File: src/rtl/fetch_stage.sv
// fetch_stage: RV32I fetch stage. Holds the program counter and the F->D pipeline register.
// Optional build macro FETCH_PERF_EN adds saturating stall/flush event counters.
module fetch_stage #(
   parameter int unsigned                 DATA_WIDTH = 32,
   parameter logic [DATA_WIDTH-1:0]       RESET_PC   = '0,
   parameter logic [DATA_WIDTH-1:0]       NOP_INSTR  = DATA_WIDTH'(32'h0000_0013)
) (
   input  logic                    clk,
   input  logic                    rst,
   input  logic                    StallF,
   input  logic                    StallD,
   input  logic                    FlushD,
   input  logic                    PCSrcE,
   input  logic [DATA_WIDTH-1:0]   PCTargetE,
   input  logic [DATA_WIDTH-1:0]   InstrF,
`ifdef FETCH_PERF_EN
   output logic [31:0]             StallCountF,
   output logic [31:0]             FlushCountD,
`endif
   output logic [DATA_WIDTH-1:0]   PCF,
   output logic [DATA_WIDTH-1:0]   InstrD,
   output logic [DATA_WIDTH-1:0]   PCD,
   output logic [DATA_WIDTH-1:0]   PCPlus4D,
   output logic                    ValidD
);

   localparam logic [DATA_WIDTH-1:0] ALIGN_MASK = ~DATA_WIDTH'(3);
   localparam logic [DATA_WIDTH-1:0] PC_STEP    = DATA_WIDTH'(4);

   logic [DATA_WIDTH-1:0] r_pcf;
   logic [DATA_WIDTH-1:0] r_instr_d;
   logic [DATA_WIDTH-1:0] r_pc_d;
   logic [DATA_WIDTH-1:0] r_pc_plus4_d;
   logic                  r_valid_d;

   logic [DATA_WIDTH-1:0] w_pc_plus4;
   logic [DATA_WIDTH-1:0] w_target;
   logic [DATA_WIDTH-1:0] w_pc_next;

   // Single incrementer shared by the next-PC mux and the D register; wraps naturally.
   assign w_pc_plus4 = r_pcf + PC_STEP;
   assign w_target   = PCTargetE & ALIGN_MASK;

   always_comb begin
      w_pc_next = w_pc_plus4;
      if (PCSrcE) begin
         w_pc_next = w_target;
      end else if (StallF) begin
         w_pc_next = r_pcf;
      end
   end

   always_ff @(posedge clk or posedge rst) begin
      if (rst) begin
         r_pcf <= RESET_PC;
      end else begin
         r_pcf <= w_pc_next;
      end
   end

   // F->D register: flush inserts a bubble even while decode is stalled.
   always_ff @(posedge clk or posedge rst) begin
      if (rst) begin
         r_instr_d    <= NOP_INSTR;
         r_pc_d       <= '0;
         r_pc_plus4_d <= '0;
         r_valid_d    <= 1'b0;
      end else if (FlushD) begin
         r_instr_d    <= NOP_INSTR;
         r_pc_d       <= '0;
         r_pc_plus4_d <= '0;
         r_valid_d    <= 1'b0;
      end else if (!StallD) begin
         r_instr_d    <= InstrF;
         r_pc_d       <= r_pcf;
         r_pc_plus4_d <= w_pc_plus4;
         r_valid_d    <= 1'b1;
      end
   end

   assign PCF      = r_pcf;
   assign InstrD   = r_instr_d;
   assign PCD      = r_pc_d;
   assign PCPlus4D = r_pc_plus4_d;
   assign ValidD   = r_valid_d;

`ifdef FETCH_PERF_EN
   localparam int unsigned CNT_W = 32;

   logic [CNT_W-1:0] r_stall_cnt;
   logic [CNT_W-1:0] r_flush_cnt;

   // A redirect overrides a stall, so only stalls that actually hold the PC are counted.
   always_ff @(posedge clk or posedge rst) begin
      if (rst) begin
         r_stall_cnt <= '0;
         r_flush_cnt <= '0;
      end else begin
         if (StallF && !PCSrcE && (r_stall_cnt != '1)) begin
            r_stall_cnt <= r_stall_cnt + CNT_W'(1);
         end
         if (FlushD && (r_flush_cnt != '1)) begin
            r_flush_cnt <= r_flush_cnt + CNT_W'(1);
         end
      end
   end

   assign StallCountF = r_stall_cnt;
   assign FlushCountD = r_flush_cnt;
`endif

endmodule

File: config.mk
export PLATFORM = sky130hd
export DESIGN_NAME = fetch_stage
export DESIGN_NICKNAME = d
export VERILOG_FILES = /design/src/rtl/fetch_stage.sv
export SDC_FILE = /design/constraint.sdc
export NUM_CORES = 1
export LEC_CHECK = 0
export BUFFER_PORTS_ARGS = -buffer_cell sky130_fd_sc_hd__buf_4
export CAP_MARGIN = 20
export CORE_MARGIN = 3
export CORE_UTILIZATION = 35
export CTS_CLUSTER_SIZE = 12
export DETAILED_ROUTE_END_ITERATION = 16
export GPL_ROUTABILITY_DRIVEN = 0
export PLACE_DENSITY = 0.58
export SKIP_LAST_GASP = 1
export SYNTH_ARGS = -nofsm -noshare
export SYNTH_HDL_FRONTEND = slang
export SYNTH_SLANG_ARGS = --single-unit
export TNS_END_PERCENT = 5
File: constraint.sdc
create_clock -name clk -period 3.55 [get_ports clk]
set_input_delay 0.355 -clock clk [delete_from_list [all_inputs] [get_ports clk]]
set_output_delay 0.355 -clock clk [all_outputs]
set_load 0.005 [all_outputs]
==> reports/metrics.csv, run 1 <==
stage,metric,value,unit
status,status,"complete, no violations",
logic_synthesis,yosys_warnings,0,
detailed_routing,route.detailed.drc,0,
sta,drv_slew,0,
power_and_ir_drop,max-vdd-ir-drop,0.322,mV
power_and_ir_drop,p_int,2.97,mW
cells_and_area,antennaDiodeCount,0,
grt,grt_pass1_wl,27000,µm
logic_synthesis,synth-seq-cells,124,
sta,clock_skew,0.00611,ns
critical_path,crit_chain,"nand4_2, or4b_1, or4_1, a311oi_1",
clock_tree,post_cts_buffers,0,
clock_tree,ctsResizeCount,0,
cells_and_area,drive_gt1_frac,0.301,
cells_and_area,fillCellCount,1605,
clock_tree,htreeDepth,4,
sta,hold_viol_final,0,
min_path,hold_class,input port to async pin,
logic_synthesis,synth.distinct_cells,46,
cells_and_area,final_common_cell,buf_4,
critical_path,critPathLaunch,PCF[4],
power_and_ir_drop,power_frac_seq,0.417,
clock_tree,clock-sinks,124,
logic_synthesis,postSynthAreaPerCell,9.98,µm²
power_and_ir_drop,clkPwrFrac,0.443,
floorplanning,core,16700,µm²
clock_tree,numCtsBuffers,17,
grt,grt_usage,0.184,
detailed_routing,drt-total-wl,17500,µm
critical_path,cp-start-kind,flip-flop,
power_and_ir_drop,power.switching,0.992,mW
logic_synthesis,seq_area_frac_synth,0.516,
flow_run,maxCapViolations,0,
power_and_ir_drop,power-per-cell-area,487,nW/µm²
sta,finalCritPeriodShare,0.727,
floorplanning,die_h,137,µm
clock_tree,worstSkewPairLatency,0.41,ns
cells_and_area,final_nets,832,
power_and_ir_drop,combPwrFrac,0.140,
detailed_routing,via_count,5149,
critical_path,slowest_stage,or4b_1,
floorplanning,die_w,137,µm
grt,grt_max_degree,95,
detailed_routing,drtIter0Drc,277,
critical_path,r2r-start,PCF[4],
floorplanning,start_util,0.360,
detailed_routing,viasPerCell,5.18,
floorplanning,dieArea,18800,µm²
critical_path,worst-path-max-fanout,16,
sta,maxSlewHeadroom,0.304,
grt,grt_pass1_vias,4984,
critical_path,cp.required,3.85,ns
critical_path,cp_slowest_stage_delay,0.84,ns
sta,rsz0062_at_grt,no,
cells_and_area,syn_to_final_growth,35.2,%
logic_synthesis,async_flop_share,1.00,
logic_synthesis,syn_area,6020,µm²
detailed_routing,wl_per_cell,17.6,µm
power_and_ir_drop,p_leak,3.83,nW
power_and_ir_drop,sw_frac_of_total,0.251,
clock_tree,tritoncts,yes,
placed_design,dp.cells,962,
cells_and_area,final_cell_mix,"buf_4, dfrtp_1, nor2_1",
placed_design,numPortBuffers,194,
sta,max_freq,388,MHz
logic_synthesis,ys.flop_type,dfrtp_1,
grt,grt.overflow.total,0,
floorplanning,io_pins,199,
sta,fin_setup_tns,0,ns
sta,tightestPinTransition,1.04,ns
grt,antenna_found_initial,0,
placed_design,dp_hpwl,12200,µm
detailed_routing,dr.pass1.iters,4,
cells_and_area,stdcell_count,994,
critical_path,worstSetupEndpointType,flip-flop,
critical_path,crit_type,flip-flop to flip-flop,
cells_and_area,multi_input_area,2610,µm²
clock_tree,clk_pin_slew_worst_paths,0.05,ns
sta,setup_viol,0,
logic_synthesis,synth_edf_count,0,
critical_path,regToRegEndpoint,PCPlus4D[29],
logic_synthesis,syn_inst,603,
critical_path,r2r_setup_slack,0.97,ns
clock_tree,clockBufferDepth,2,
critical_path,worstPathArrival,2.88,ns
critical_path,r2r_cells,4,
clock_tree,hold_buffers,0,
clock_tree,root_buffer,clkbuf_16,
detailed_routing,ant_nets,0,
cells_and_area,regArea,3110,µm²
sta,finalCriticalPeriod,2.58,ns
floorplanning,num_rows,47,
==> critical path: cells and delay by family (launching register included) <==
| family | cells | cell delay (ns) |
|---|---|---|
| AND/OR/NAND/NOR | 3 | 1.66 |
| flip-flops | 1 | 0.55 |
| AO/OA/AOI/OAI | 1 | 0.26 |
==> through the flow <==
stage	power (mW)	cell area, µm²	worst slack [ns]	util	hold slack, ns
CTS	4.02	8140	0.969	0.487	0.134
global route	4.15	8140	0.770	0.487	0.144
global placement	2.22	7540	1.07	0.451	0.504
detailed placement	2.24	7540	0.981	0.451	0.515
floorplan	1.92	6030	1.42	-	0.475
finish	3.96	8140	0.970	0.487	0.125
==> flip-flops by register name, indices dropped and copies added (netlist names) <==
register / count
PCD: 31
PCPlus4D: 30
PCF: 30
InstrD: 32
ValidD: 1
==> metal layers <==
metal  GRT usage  part of all wire  up-vias
met3      0.0467             0.070       15
li1            -                 -     2486
met5           0                 0        -
met2       0.290              0.46      176
met4      0.0565             0.013        0
met1       0.248              0.45     2472
==> Yosys cell counts, types with 4 or more instances <==
master	n	area, µm²
mux2i_1	61	611
clkbuf_1	34	128
dfrtp_1	121	3030
xnor2_1	13	114
o31ai_1	13	97.6
buf_4	6	45.0
or3_1	15	93.8
or4_1	18	135
inv_1	11	41.3
and2_1	5	31.3
nor3_1	4	20.0
buf_2	10	50.1
a31oi_1	14	87.6
nor2_1	102	383
and4_1	6	52.6
buf_1	8	30.0
o21ai_0	27	135
nand2_1	31	116
a211oi_1	12	90.1
nand3_1	12	60.1
nand4_1	13	81.3
a311oi_1	13	114
a211o_1	4	35.0
nor4_1	5	31.3
xor2_1	11	96.3
==> cell families (layout without fill, tap and decap cells) <==
group,Yosys count,after routing,share of synthesized area
multiplexers,61,61,0.101
other,1,2,0.000623
AO/OA/AOI/OAI,97,97,0.111
buffers and inverters,72,242,0.0511
AND/OR/NAND/NOR,223,223,0.183
adder cells (fa/ha/maj),1,1,0.00208
XOR/XNOR,24,24,0.0349
flip-flops,124,124,0.516
==> area by class of cell <==
cell class | count | area share
clock buffers | 25 | 0.0597
flip-flops and latches | 124 | 0.382
well taps | 220 | 0.0338
repair buffers | 198 | 0.184
multi-input cells | 408 | 0.321
inverters | 12 | 0.00600
clock inverters | 7 | 0.0138
==> how the worst max path moves through the flow <==
stage / to / depth (start not counted)
after floorplan: PCPlus4D[29] / 6
after global placement: PCPlus4D[29] / 4
after detailed placement: PCPlus4D[29] / 4
after CTS: PCPlus4D[29] / 4
after global routing: PCPlus4D[29] / 4
final: PCPlus4D[29] / 4
==> power by group through the flow <==
stage                     clock, mW  combinational, mW  sequential [mW]
final                          1.76              0.553             1.65
after global routing           1.87              0.613             1.67
after CTS                      1.80              0.565             1.65
after detailed placement          0              0.562             1.67
after global placement            0              0.555             1.67
after floorplan                   0              0.299             1.62
(Power assumes the default switching activity.)
==> run 2, diff against run 1 <==
PLACE_DENSITY = 0.56   (was 0.58)
clock period = 2.5 ns   (was 3.55 ns; I/O delays follow)
==> run 2 against run 1 <==
  * Clock power up 26%
  * Highest routed layer unchanged
  * Non-clock buffer count up 34
  * Hold slack worse by 0.084 ns
  * Critical endpoint is now PCPlus4D[27]
  * Largest cell class unchanged
  * Largest power group is now sequential cells
  * Count of clock-buffer cells in the layout up 5
==> reports/metrics.csv, run 2 (synthesized netlist as in run 1, its figures left out) <==
stage,metric,value,unit
cells_and_area,regArea,3110,µm²
power_and_ir_drop,max-vdd-ir-drop,0.476,mV
power_and_ir_drop,power-per-cell-area,650,nW/µm²
detailed_routing,drt-total-wl,17900,µm
sta,max_freq,433,MHz
clock_tree,root_buffer,clkbuf_16,
sta,finalCritPeriodShare,0.924,
critical_path,worst-path-max-fanout,13,
sta,drv_slew,0,
sta,fin_setup_tns,0,ns
grt,grt_max_degree,46,
clock_tree,ctsResizeCount,0,
clock_tree,clock-sinks,124,
status,status,"complete, no violations",
sta,maxSlewHeadroom,0.563,
critical_path,crit_type,flip-flop to flip-flop,
grt,grt_pass1_wl,27500,µm
sta,rsz0062_at_grt,no,
floorplanning,num_rows,47,
cells_and_area,syn_to_final_growth,38.6,%
grt,grt.overflow.total,0,
clock_tree,tritoncts,yes,
cells_and_area,multi_input_area,2610,µm²
clock_tree,post_cts_buffers,0,
sta,layout_setup_ws,0.189,ns
detailed_routing,route.detailed.drc,0,
placed_design,numPortBuffers,194,
grt,grt_usage,0.189,
detailed_routing,viasPerCell,5.10,
cells_and_area,final_common_cell,buf_4,
critical_path,cp.required,2.81,ns
detailed_routing,drtIter0Drc,272,
critical_path,worstPathArrival,2.62,ns
floorplanning,dieArea,18800,µm²
cells_and_area,antennaDiodeCount,0,
placed_design,dp.cells,995,
clock_tree,clockBufferDepth,2,
floorplanning,start_util,0.360,
placed_design,dpl_worst_slack,0.210,ns
floorplanning,core,16700,µm²
sta,tightestPinTransition,0.649,ns
grt,antenna_found_initial,0,
cells_and_area,stdcell_count,1028,
critical_path,cp-start-kind,flip-flop,
cells_and_area,fin_util,0.500,
detailed_routing,dr.pass1.iters,4,
cells_and_area,final_cell_mix,"buf_4, dfrtp_1, nor2_1",
min_path,hold_class,input port to flip-flop,
sta,hold_viol_final,0,
flow_run,maxCapViolations,0,
clock_tree,clk_pin_slew_worst_paths,0.06,ns
critical_path,worstSetupEndpointType,flip-flop,
cells_and_area,largest_reg_flops,32,
placed_design,dp_hpwl,13100,µm
clock_tree,worstSkewPairLatency,0.41,ns
detailed_routing,via_count,5243,
sta,clock_skew,0.0102,ns
detailed_routing,wl_per_cell,17.4,µm
clock_tree,numCtsBuffers,17,
sta,setup_viol,0,
grt,grt_pass1_vias,5125,
power_and_ir_drop,power.total,5.42,mW
cells_and_area,final_nets,866,
clock_tree,htreeDepth,4,
power_and_ir_drop,p_leak,3.97,nW
cells_and_area,fillCellCount,1604,
sta,finalCriticalPeriod,2.31,ns
cells_and_area,drive_gt1_frac,0.325,
detailed_routing,ant_nets,0,
floorplanning,io_pins,199,
floorplanning,die_h,137,µm
floorplanning,die_w,137,µm
run 2: cell count changes in the layout (fill, tap and decap cells not counted), sizes merged:
cell         delta
buf            +33
clkinvlp        -1
bufinv          -3
clkinv          -1
clkbuf          +5
dlygate4sd3     +1
run 2: power by group:
group / leakage [nW] / total, mW / internal, mW / switching, mW
combinational: 2.13 / 0.924 / 0.465 / 0.459
clock: 0.263 / 2.22 / 1.40 / 0.827
sequential: 1.58 / 2.27 / 2.16 / 0.110
run 2: path summary, 6_finish.rpt:
| check | start | endpoint | slack, ns | depth (start not counted) |
|---|---|---|---|---|
| worst min-delay path | PCTargetE[11] | PCF[11] | 0.04 | 3 |
| worst max register to register | PCF[3] | PCPlus4D[27] | 0.19 | 5 |
| min in group asynchronous | rst | ValidD | 0.35 | 3 |
| max in group asynchronous | rst | InstrD[4] | 1.46 | 4 |
| worst min register to register | InstrD[9] | InstrD[9] | 0.52 | 2 |
| worst max-delay path | PCF[3] | PCPlus4D[27] | 0.19 | 5 |
run 2: repair_timing:
action                     4_1_cts  5_1_grt
hold buffers                     1        0
hold endpoints to repair         5        0
setup endpoints to repair        0        0
run 2: worst max-delay path, cell delays in order, from the launching register on:
cell and delay (ns):
dfrtp_1 0.37, nand4_2 0.19, or4b_1 0.80, buf_4 0.25
or3_1 0.33, a311oi_1 0.26
run 2: final cells by class:
| cell class | count | area share |
|---|---|---|
| multi-input cells | 408 | 0.313 |
| clock buffers | 30 | 0.0628 |
| well taps | 220 | 0.0330 |
| flip-flops and latches | 124 | 0.372 |
| repair buffers | 232 | 0.212 |
| clock inverters | 2 | 0.00120 |
| inverters | 12 | 0.00585 |
run 2: routing by layer:
metal	vias to the layer above	global-route usage	wire length, µm
li1	2537	-	-
met1	2507	0.257	8000
met2	172	0.288	8270
met3	27	0.0423	1170
met4	0	0.0837	429
met5	-	0	0
run 2: metrics by stage:
stage                     cell area, µm²  hold slack, ns
after global placement              7800           0.214
after floorplan                     6030           0.370
after global routing                8340          0.0379
after CTS                           8340          0.0197
after detailed placement            7800           0.218
final                               8340          0.0403
